`config.mk`:
```
export PLATFORM = sky130hd
export DESIGN_NAME = load_store_unit
export DESIGN_NICKNAME = d
export VERILOG_FILES = /design/src/rtl/load_store_unit.sv
export SDC_FILE = /design/constraint.sdc
export NUM_CORES = 1
export LEC_CHECK = 0
export ABC_AREA = 1
export CORE_UTILIZATION = 45
export CTS_BUF_LIST = sky130_fd_sc_hd__clkbuf_2 sky130_fd_sc_hd__clkbuf_4 sky130_fd_sc_hd__clkbuf_8
export DETAILED_ROUTE_END_ITERATION = 16
export PLACE_DENSITY = 0.81
export SLEW_MARGIN = 20
export SYNTH_ARGS = -nofsm -noshare
export SYNTH_HDL_FRONTEND = slang
export SYNTH_SLANG_ARGS = --single-unit
export TNS_END_PERCENT = 10
```
`constraint.sdc`:
```
create_clock -name clk -period 2.5 [get_ports clk]
set_clock_uncertainty 0.05 [all_clocks]
set_input_delay 0.375 -clock clk [delete_from_list [all_inputs] [get_ports clk]]
set_output_delay 0.375 -clock clk [all_outputs]
set_load 0.005 [all_outputs]
```
`src/rtl/load_store_unit.sv`:
```
// rtl/load_store_unit.sv - data-memory load/store responder with alignment check and bus timeout
//
// Purpose: takes one load/store request per instruction. An illegal request
// raises misalign_err. A legal request runs a word-aligned valid/ready bus
// transfer while the core is stalled. A load returns sign- or zero-extended data.
//
// Ports:
//   clk, rst           clock, synchronous active-high reset
//   req_valid          core request strobe
//   store_load_sel     0 store, 1 load
//   funct3             width/sign (B, H, W, BU, HU)
//   addr, wdata        byte address, right-aligned store data
//   stall              core pipeline hold
//   rdata, rdata_valid extended load result, completion pulse
//   misalign_err       illegal request pulse
//   bus_err            bus timeout pulse
//   bus_valid, bus_we, bus_addr, bus_wdata, bus_wstrb   bus request side
//   bus_ready, bus_rdata                                bus response side
module load_store_unit #(
  parameter int ADDR_W         = 32,
  parameter int TIMEOUT_CYCLES = 255
) (
  input  logic              clk,
  input  logic              rst,
  input  logic              req_valid,
  input  logic              store_load_sel,
  input  logic [2:0]        funct3,
  input  logic [ADDR_W-1:0] addr,
  input  logic [31:0]       wdata,
  output logic              stall,
  output logic [31:0]       rdata,
  output logic              rdata_valid,
  output logic              misalign_err,
  output logic              bus_err,
  output logic              bus_valid,
  output logic              bus_we,
  output logic [ADDR_W-1:0] bus_addr,
  output logic [31:0]       bus_wdata,
  output logic [3:0]        bus_wstrb,
  input  logic              bus_ready,
  input  logic [31:0]       bus_rdata
);

  localparam int CW = $clog2(TIMEOUT_CYCLES) + 1;
  localparam logic [CW-1:0] CNT_LIMIT = CW'(TIMEOUT_CYCLES - 1);

  typedef enum logic [1:0] {IDLE, BUS, DONE, ERR} state_t;

  state_t        state;
  logic [CW-1:0] cnt;
  logic [2:0]    f3_q;
  logic [1:0]    lane_q;
  logic          illegal;
  logic [31:0]   st_data;
  logic [3:0]    st_strb;
  logic [7:0]    ld_byte;
  logic [15:0]   ld_half;
  logic [31:0]   ld_data;

  // Reserved encodings, unsigned stores, and unaligned halves or words are rejected.
  always_comb begin
    illegal = 1'b0;
    if (funct3 == 3'b011 || funct3 == 3'b110 || funct3 == 3'b111) illegal = 1'b1;
    if (!store_load_sel && funct3[2]) illegal = 1'b1;
    if (funct3[1:0] == 2'b01 && addr[0]) illegal = 1'b1;
    if (funct3[1:0] == 2'b10 && addr[1:0] != 2'b00) illegal = 1'b1;
  end

  // Store data is replicated across all lanes, so the strobe alone picks the bytes.
  always_comb begin
    st_data = wdata;
    st_strb = 4'b1111;
    case (funct3[1:0])
      2'b00: begin
        st_data = {4{wdata[7:0]}};
        st_strb = 4'b0001 << addr[1:0];
      end
      2'b01: begin
        st_data = {2{wdata[15:0]}};
        st_strb = addr[1] ? 4'b1100 : 4'b0011;
      end
      default: ;
    endcase
  end

  // Load extraction uses the lane and width latched at request time.
  always_comb begin
    case (lane_q)
      2'd0:    ld_byte = bus_rdata[7:0];
      2'd1:    ld_byte = bus_rdata[15:8];
      2'd2:    ld_byte = bus_rdata[23:16];
      default: ld_byte = bus_rdata[31:24];
    endcase
    ld_half = lane_q[1] ? bus_rdata[31:16] : bus_rdata[15:0];
    case (f3_q)
      3'b000:  ld_data = {{24{ld_byte[7]}}, ld_byte};
      3'b001:  ld_data = {{16{ld_half[15]}}, ld_half};
      3'b100:  ld_data = {24'd0, ld_byte};
      3'b101:  ld_data = {16'd0, ld_half};
      default: ld_data = bus_rdata;
    endcase
  end

  // Stall rises in the accept cycle itself so the core cannot advance past the access.
  assign stall = (state == BUS) || (state == IDLE && req_valid && !illegal);

  always_ff @(posedge clk) begin
    if (rst) begin
      state        <= IDLE;
      cnt          <= '0;
      f3_q         <= '0;
      lane_q       <= '0;
      rdata        <= '0;
      rdata_valid  <= 1'b0;
      misalign_err <= 1'b0;
      bus_err      <= 1'b0;
      bus_valid    <= 1'b0;
      bus_we       <= 1'b0;
      bus_addr     <= '0;
      bus_wdata    <= '0;
      bus_wstrb    <= '0;
    end else begin
      rdata_valid  <= 1'b0;
      misalign_err <= 1'b0;
      bus_err      <= 1'b0;
      case (state)
        IDLE: begin
          if (req_valid) begin
            if (illegal) begin
              state        <= ERR;
              misalign_err <= 1'b1;
            end else begin
              state     <= BUS;
              bus_valid <= 1'b1;
              bus_we    <= !store_load_sel;
              bus_addr  <= {addr[ADDR_W-1:2], 2'b00};
              bus_wdata <= st_data;
              bus_wstrb <= store_load_sel ? 4'b0000 : st_strb;
              f3_q      <= funct3;
              lane_q    <= addr[1:0];
              cnt       <= '0;
            end
          end
        end
        BUS: begin
          // A handshake in the final timeout cycle still completes normally.
          if (bus_ready) begin
            state       <= DONE;
            bus_valid   <= 1'b0;
            rdata_valid <= 1'b1;
            if (!bus_we) rdata <= ld_data;
          end else if (cnt == CNT_LIMIT) begin
            state     <= DONE;
            bus_valid <= 1'b0;
            bus_err   <= 1'b1;
            rdata     <= '0;
          end else begin
            cnt <= cnt + 1'b1;
          end
        end
        DONE:    state <= IDLE;
        ERR:     state <= IDLE;
        default: state <= IDLE;
      endcase
    end
  end

endmodule

```
After elaboration in Yosys (flattened, before gate mapping) --
Cells that the tools add are included.
Storage, ports and cells: output and inout port bits 106, latch bits 0, RAM bits 0, bits of input ports 104, flip-flop bits (word level) 119, memories kept 0, memory bits (read-only) 0, logic and storage cells 97
Operators by class: muxes and demuxes 32, multiply operators 0, bitwise logic cells 4, divide/modulo/power cells 0, magnitude comparators 0, eq/ne operators 20, reductions and logical operators 26, add/sub/neg operators 1, shifts and indexed selects 1
Operators by type and width (count):
- 32-bit case mux with 4 select lines | 1
- 32-bit 2-to-1 mux | 3
- 32-bit case mux with 2 select lines | 1
- 9-bit 2-to-1 mux | 4
- 8-bit case mux with 3 select lines | 1
- 9-bit case mux with 2 select lines | 1
- 16-bit 2-to-1 mux | 1
- 3-bit equality test (second input constant) | 4
- 1-bit 2-to-1 mux | 11
- 2-bit != test (second input constant) | 5
- 9-bit by 1-bit adder with 9-bit output (second input constant) | 1
- 9-bit by 8-bit equality test with 1-bit output (second input constant) | 1
- 2-bit equality test (second input constant) | 4
- 2-bit 2-to-1 mux | 4
- 4-bit 2-to-1 mux | 2
- 4-bit case mux with 2 select lines | 1
- 2-bit by 1-bit equality test with 1-bit output (second input constant) | 3
- 2-bit zero test | 3
- 2-bit case mux with 3 select lines | 1
- 3-bit AND reduction | 2
- 2-bit nonzero test | 3
- 3-bit OR reduction | 2
- 1-bit logical AND | 5
- 5-bit AND reduction | 1
- other kinds (12) | 19

Depth between registers and ports, before layout --
Gate-level depths: netlist (run 1).
word-level depth 10, mapped depth 11, gate-level depth less buffers 11

Least setup slack after synthesis (run 1) --
No wires, ideal clock.
path kind input port to output port, start in funct3[1], end out stall, data required time 2.075 ns, slack 0.831 ns, buffers on the path 3, arrival time 1.244 ns, cell stages on the path 10, cell sequence buf_6 clkinv_2 nand2_1 nand2_1 nand2_2 nor2_4 inv_2 buf_6 buf_6 nand2_1
On the way: longest elaborated chain between the ends 10, elaborated cells on any way between the ends 16, those cells by class eq/ne (5); mux (4); reduce/logical (7)
Ends and longest elaborated chain:
- start: declaration | RTL line 27 | input logic [2:0] funct3,
- 3-bit by 2-bit equality test with 1-bit output / 3-bit equality test (equally long branches) | RTL line 63 | if (funct3 == 3'b011 || funct3 == 3'b110 || funct3 == 3'b111) illegal = 1'b1;
- 1-bit logical OR (2 in a row) | RTL line 63
- 1-bit 2-to-1 mux | RTL line 63
- 1-bit 2-to-1 mux | RTL line 64 | if (!store_load_sel && funct3[2]) illegal = 1'b1;
- 1-bit 2-to-1 mux | RTL line 65 | if (funct3[1:0] == 2'b01 && addr[0]) illegal = 1'b1;
- 1-bit 2-to-1 mux (*) | RTL line 66 | if (funct3[1:0] == 2'b10 && addr[1:0] != 2'b00) illegal = 1'b1;
- 1-bit zero test (*) | RTL line 105 | assign stall = (state == BUS) || (state == IDLE && req_valid && !illegal);
- 1-bit logical AND (*) | RTL line 105
- 1-bit logical OR (*) | RTL line 105
- end: declaration | RTL line 30 | output logic stall,
Mark *: on every way between the ends. The rest lies on a longest branch, timed or not.

Final worst setup path (run 1) --
start in funct3[0], end out stall
Same word-level chain as after synthesis.

==> results of run 1 <==
-- state kept, by name (all words and copies together) (netlist names) --
name and count:
rdata_valid 1, cnt 9, rdata 32, bus_we 1
f3_q 3, bus_wdata 32, bus_addr 30, bus_wstrb 4
misalign_err 1, state 2, lane_q 2, bus_err 1
bus_valid 1
-- power breakdown --
part           total [mW]  internal, mW  switching [mW]
Clock                1.83          1.06           0.773
Sequential           2.08          2.02          0.0630
Combinational       0.962         0.484           0.478
Total                4.87          3.56            1.31
-- per-layer routing --
layer  wire length [um]  up-vias
li1                   -     3002
met1               7180     2726
met2               8050      262
met3               1630       27
met4                316        0
met5                  0        -
-- cell usage after synthesis, drive strengths merged --
master  instances
a21boi          1
a21oi          97
a31oi          12
buf            34
clkbuf         20
clkinv          4
conb            1
dfxtp         119
ha              2
inv            48
nand2         122
nand3          12
nand4           9
nor2          165
nor3            1
nor3b           1
nor4            1
o211ai          5
o21ai         138
o21bai          2
or2             2
xnor2           2
xor2            1
-- worst max-delay path, delay by kind of cell --
family / cells / cell delay [ns]
and+or+nand+nor: 6 / 0.53
buffers and inverters: 3 / 1.01
-- worst min-delay path by stage --
stage | from | to | slack, ns
global placement | bus_wstrb[2] | bus_wstrb[2] | 0.40
detailed placement | bus_wstrb[1] | bus_wstrb[1] | 0.40
global route | bus_valid | bus_valid | 0.44
finish | bus_wstrb[1] | bus_wstrb[1] | 0.41
floorplan | bus_wstrb[0] | bus_wstrb[0] | 0.41
CTS | bus_wstrb[1] | bus_wstrb[1] | 0.41
-- through the flow --
stage | worst slack, ns | std cells | utilization (%)
global placement | 0.194 | 1136 | 63.6
global route | 0.0332 | 1167 | 67.0
detailed placement | 0.166 | 1136 | 63.6
floorplan | 0.831 | 800 | -
CTS | 0.153 | 1167 | 67.0
finish | 0.169 | 1167 | 67.0
-- cells by family after synthesis --
kind of cell,synth area share (%)
and+or+nand+nor,23.3
AOI/OAI and AO/OA,23.6
adders and majority gates,0.448
other,0.0671
DFF,42.6
xor gates and xnor gates,0.470
buffers and inverters,9.51
-- area by class of cell --
| cell class | count | area [sq um] | share of cell area, % |
|---|---|---|---|
| clock inverters | 9 | 125 | 1.55 |
| inverters | 52 | 199 | 2.46 |
| clock buffers | 22 | 284 | 3.52 |
| repair buffers | 222 | 2200 | 27.2 |
| well taps | 168 | 210 | 2.60 |
| multi-input cells | 575 | 2680 | 33.2 |
| flip-flops and latches | 119 | 2380 | 29.5 |
==> qor.txt, run 1 <==
# DRC = 0
Die X = 113 um
DR vias = 6,017
Number of synthesized register bits = 119
Relative slew slack = 48.4%
Top cell by count, worst path = nand2_1
R2R cell count = 11
Design Area, Final = 8080 sq um
# hold bufs at CTS = 0
H-tree depth = 4
Port Buffer Count = 207
Met3 Use GR = 10.3%
Max-Cap Viols = 0
Max Freq = 0.429 GHz
Die height = 113 um
TritonCTS buffer count = 17
Area Overhead vs Synth = 44.5%
First-pass GRT wire length = 27,600 um
Drt pass-1 iters = 6
Overall Power = 4.87 mW
Die ar. = 12,900 sq um
Starting Density = 46.3%
Crit path DAT = 1.91 ns
Final setup viols = 0
Top cells by area, synth = dfxtp_1, o21ai_0, nor2_1
VDD IR max = 0.000338 V
Largest net degree at the start of global routing = 95
Setup repair bufs after CTS = 0
Met2 Usage GRT = 44.7%
Grt met1 use = 32.7%
1st-iter DRT viols = 521
Setup_tns = 0 ns
Placed cell area = 7670 sq um
Most crowded layer after global routing = met2
Placement Rows = 40
R2R setup slack = 0.52 ns
Fin. Hold Viols = 0
Mapped Area = 5590 sq um
PostCTS Resize Cnt = 0
Commonest non-fill, non-tap cell in the layout = clkdlybuf4s50_1
Tmin final = 2.33 ns
Yosys top cell by area = dfxtp_1
Setup crit start kind = primary input
Critical path capture point type = output pin
Dpl hpwl = 11,800 um
Clock root buffer = clkbuf_8
Clock Latency Late Sink = 0.45 ns
Critical path type = in2out
Via density = 5.16
Layout cells sized above 1 = 7.11%
Critical R2R Launch = cnt[0]
GPL Wtd Cong = 0.865
Synth Area per Inst = 7.00 sq um
Cell Pwr Density = 603 nW/um^2
Vias in the first global route = 5,529
Core footprint = 12,100 sq um
Final antenna-violating net count = 0
Maximum root-to-sink buffer count = 2
Slew Limit Fails = 0
WHS Path Cells = 2
Sequential share of the synthesized area = 42.6%
Crit-path max cell delay = 0.49 ns
Critical path peak fanout = 3
Critical path endpoint = stall
Most frequent cells in the layout = clkdlybuf4s50_1, nor2_1, o21ai_0
Syn Inst Count = 799
Actual slew at the worst max-slew pin = 0.771 ns
Global route overflow = 0
Area share of the largest cell type after synthesis = 42.6%
Worst hold slack = 0.412 ns
IO Count = 210
RR Endpoint = rdata[6]
Initial antenna violation count = 0
LEAKAGE = 3.26 nW
Nets = 1,093
Outcome = completed
Final Cycle Share = 93.3%
Yosys cell types = 38
DRT Wirelength = 17,200 um
CP Cell Sequence = clkdlybuf4s50_1, nor2_1, nand2_1, nand2_1, nand2_2, nor2_4, inv_2, nand2_1, clkdlybuf4s50_1
Clk sink count = 119
Worst Hold Class = reg2reg
WL/cell = 14.7 um
Slowest CP cell = clkdlybuf4s50_1
Antenna diodes = 0
Required time worst endpoint = 2.08 ns
Clock transition at path regs = 0.06 ns
CP startpoint = funct3[0]
Fillers = 1,072
Total GRT Usage = 27.3%
CTS tree = done
RSZ-0062 raised after global routing = no
Synth warnings = 0
Note: power is estimated with default switching activity, not from simulation.
==> run 2: changes to the inputs <==
--- a/config.mk
+++ b/config.mk
@@ -9,6 +9,7 @@
 export CORE_UTILIZATION = 45
 export CTS_BUF_LIST = sky130_fd_sc_hd__clkbuf_2 sky130_fd_sc_hd__clkbuf_4 sky130_fd_sc_hd__clkbuf_8
 export DETAILED_ROUTE_END_ITERATION = 16
+export HOLD_SLACK_MARGIN = 0.03
 export PLACE_DENSITY = 0.81
 export SLEW_MARGIN = 20
 export SYNTH_ARGS = -nofsm -noshare
==> results of run 2 <==
Final layout, timing and power as in run 1 (identical DEF).
==> run 3: changes to the inputs <==
--- a/config.mk
+++ b/config.mk
@@ -11,7 +11,6 @@
 export DETAILED_ROUTE_END_ITERATION = 16
 export HOLD_SLACK_MARGIN = 0.03
 export PLACE_DENSITY = 0.81
-export SLEW_MARGIN = 20
 export SYNTH_ARGS = -nofsm -noshare
 export SYNTH_HDL_FRONTEND = slang
 export SYNTH_SLANG_ARGS = --single-unit
==> results of run 3 <==
Final layout, timing and power as in run 1 (identical DEF).
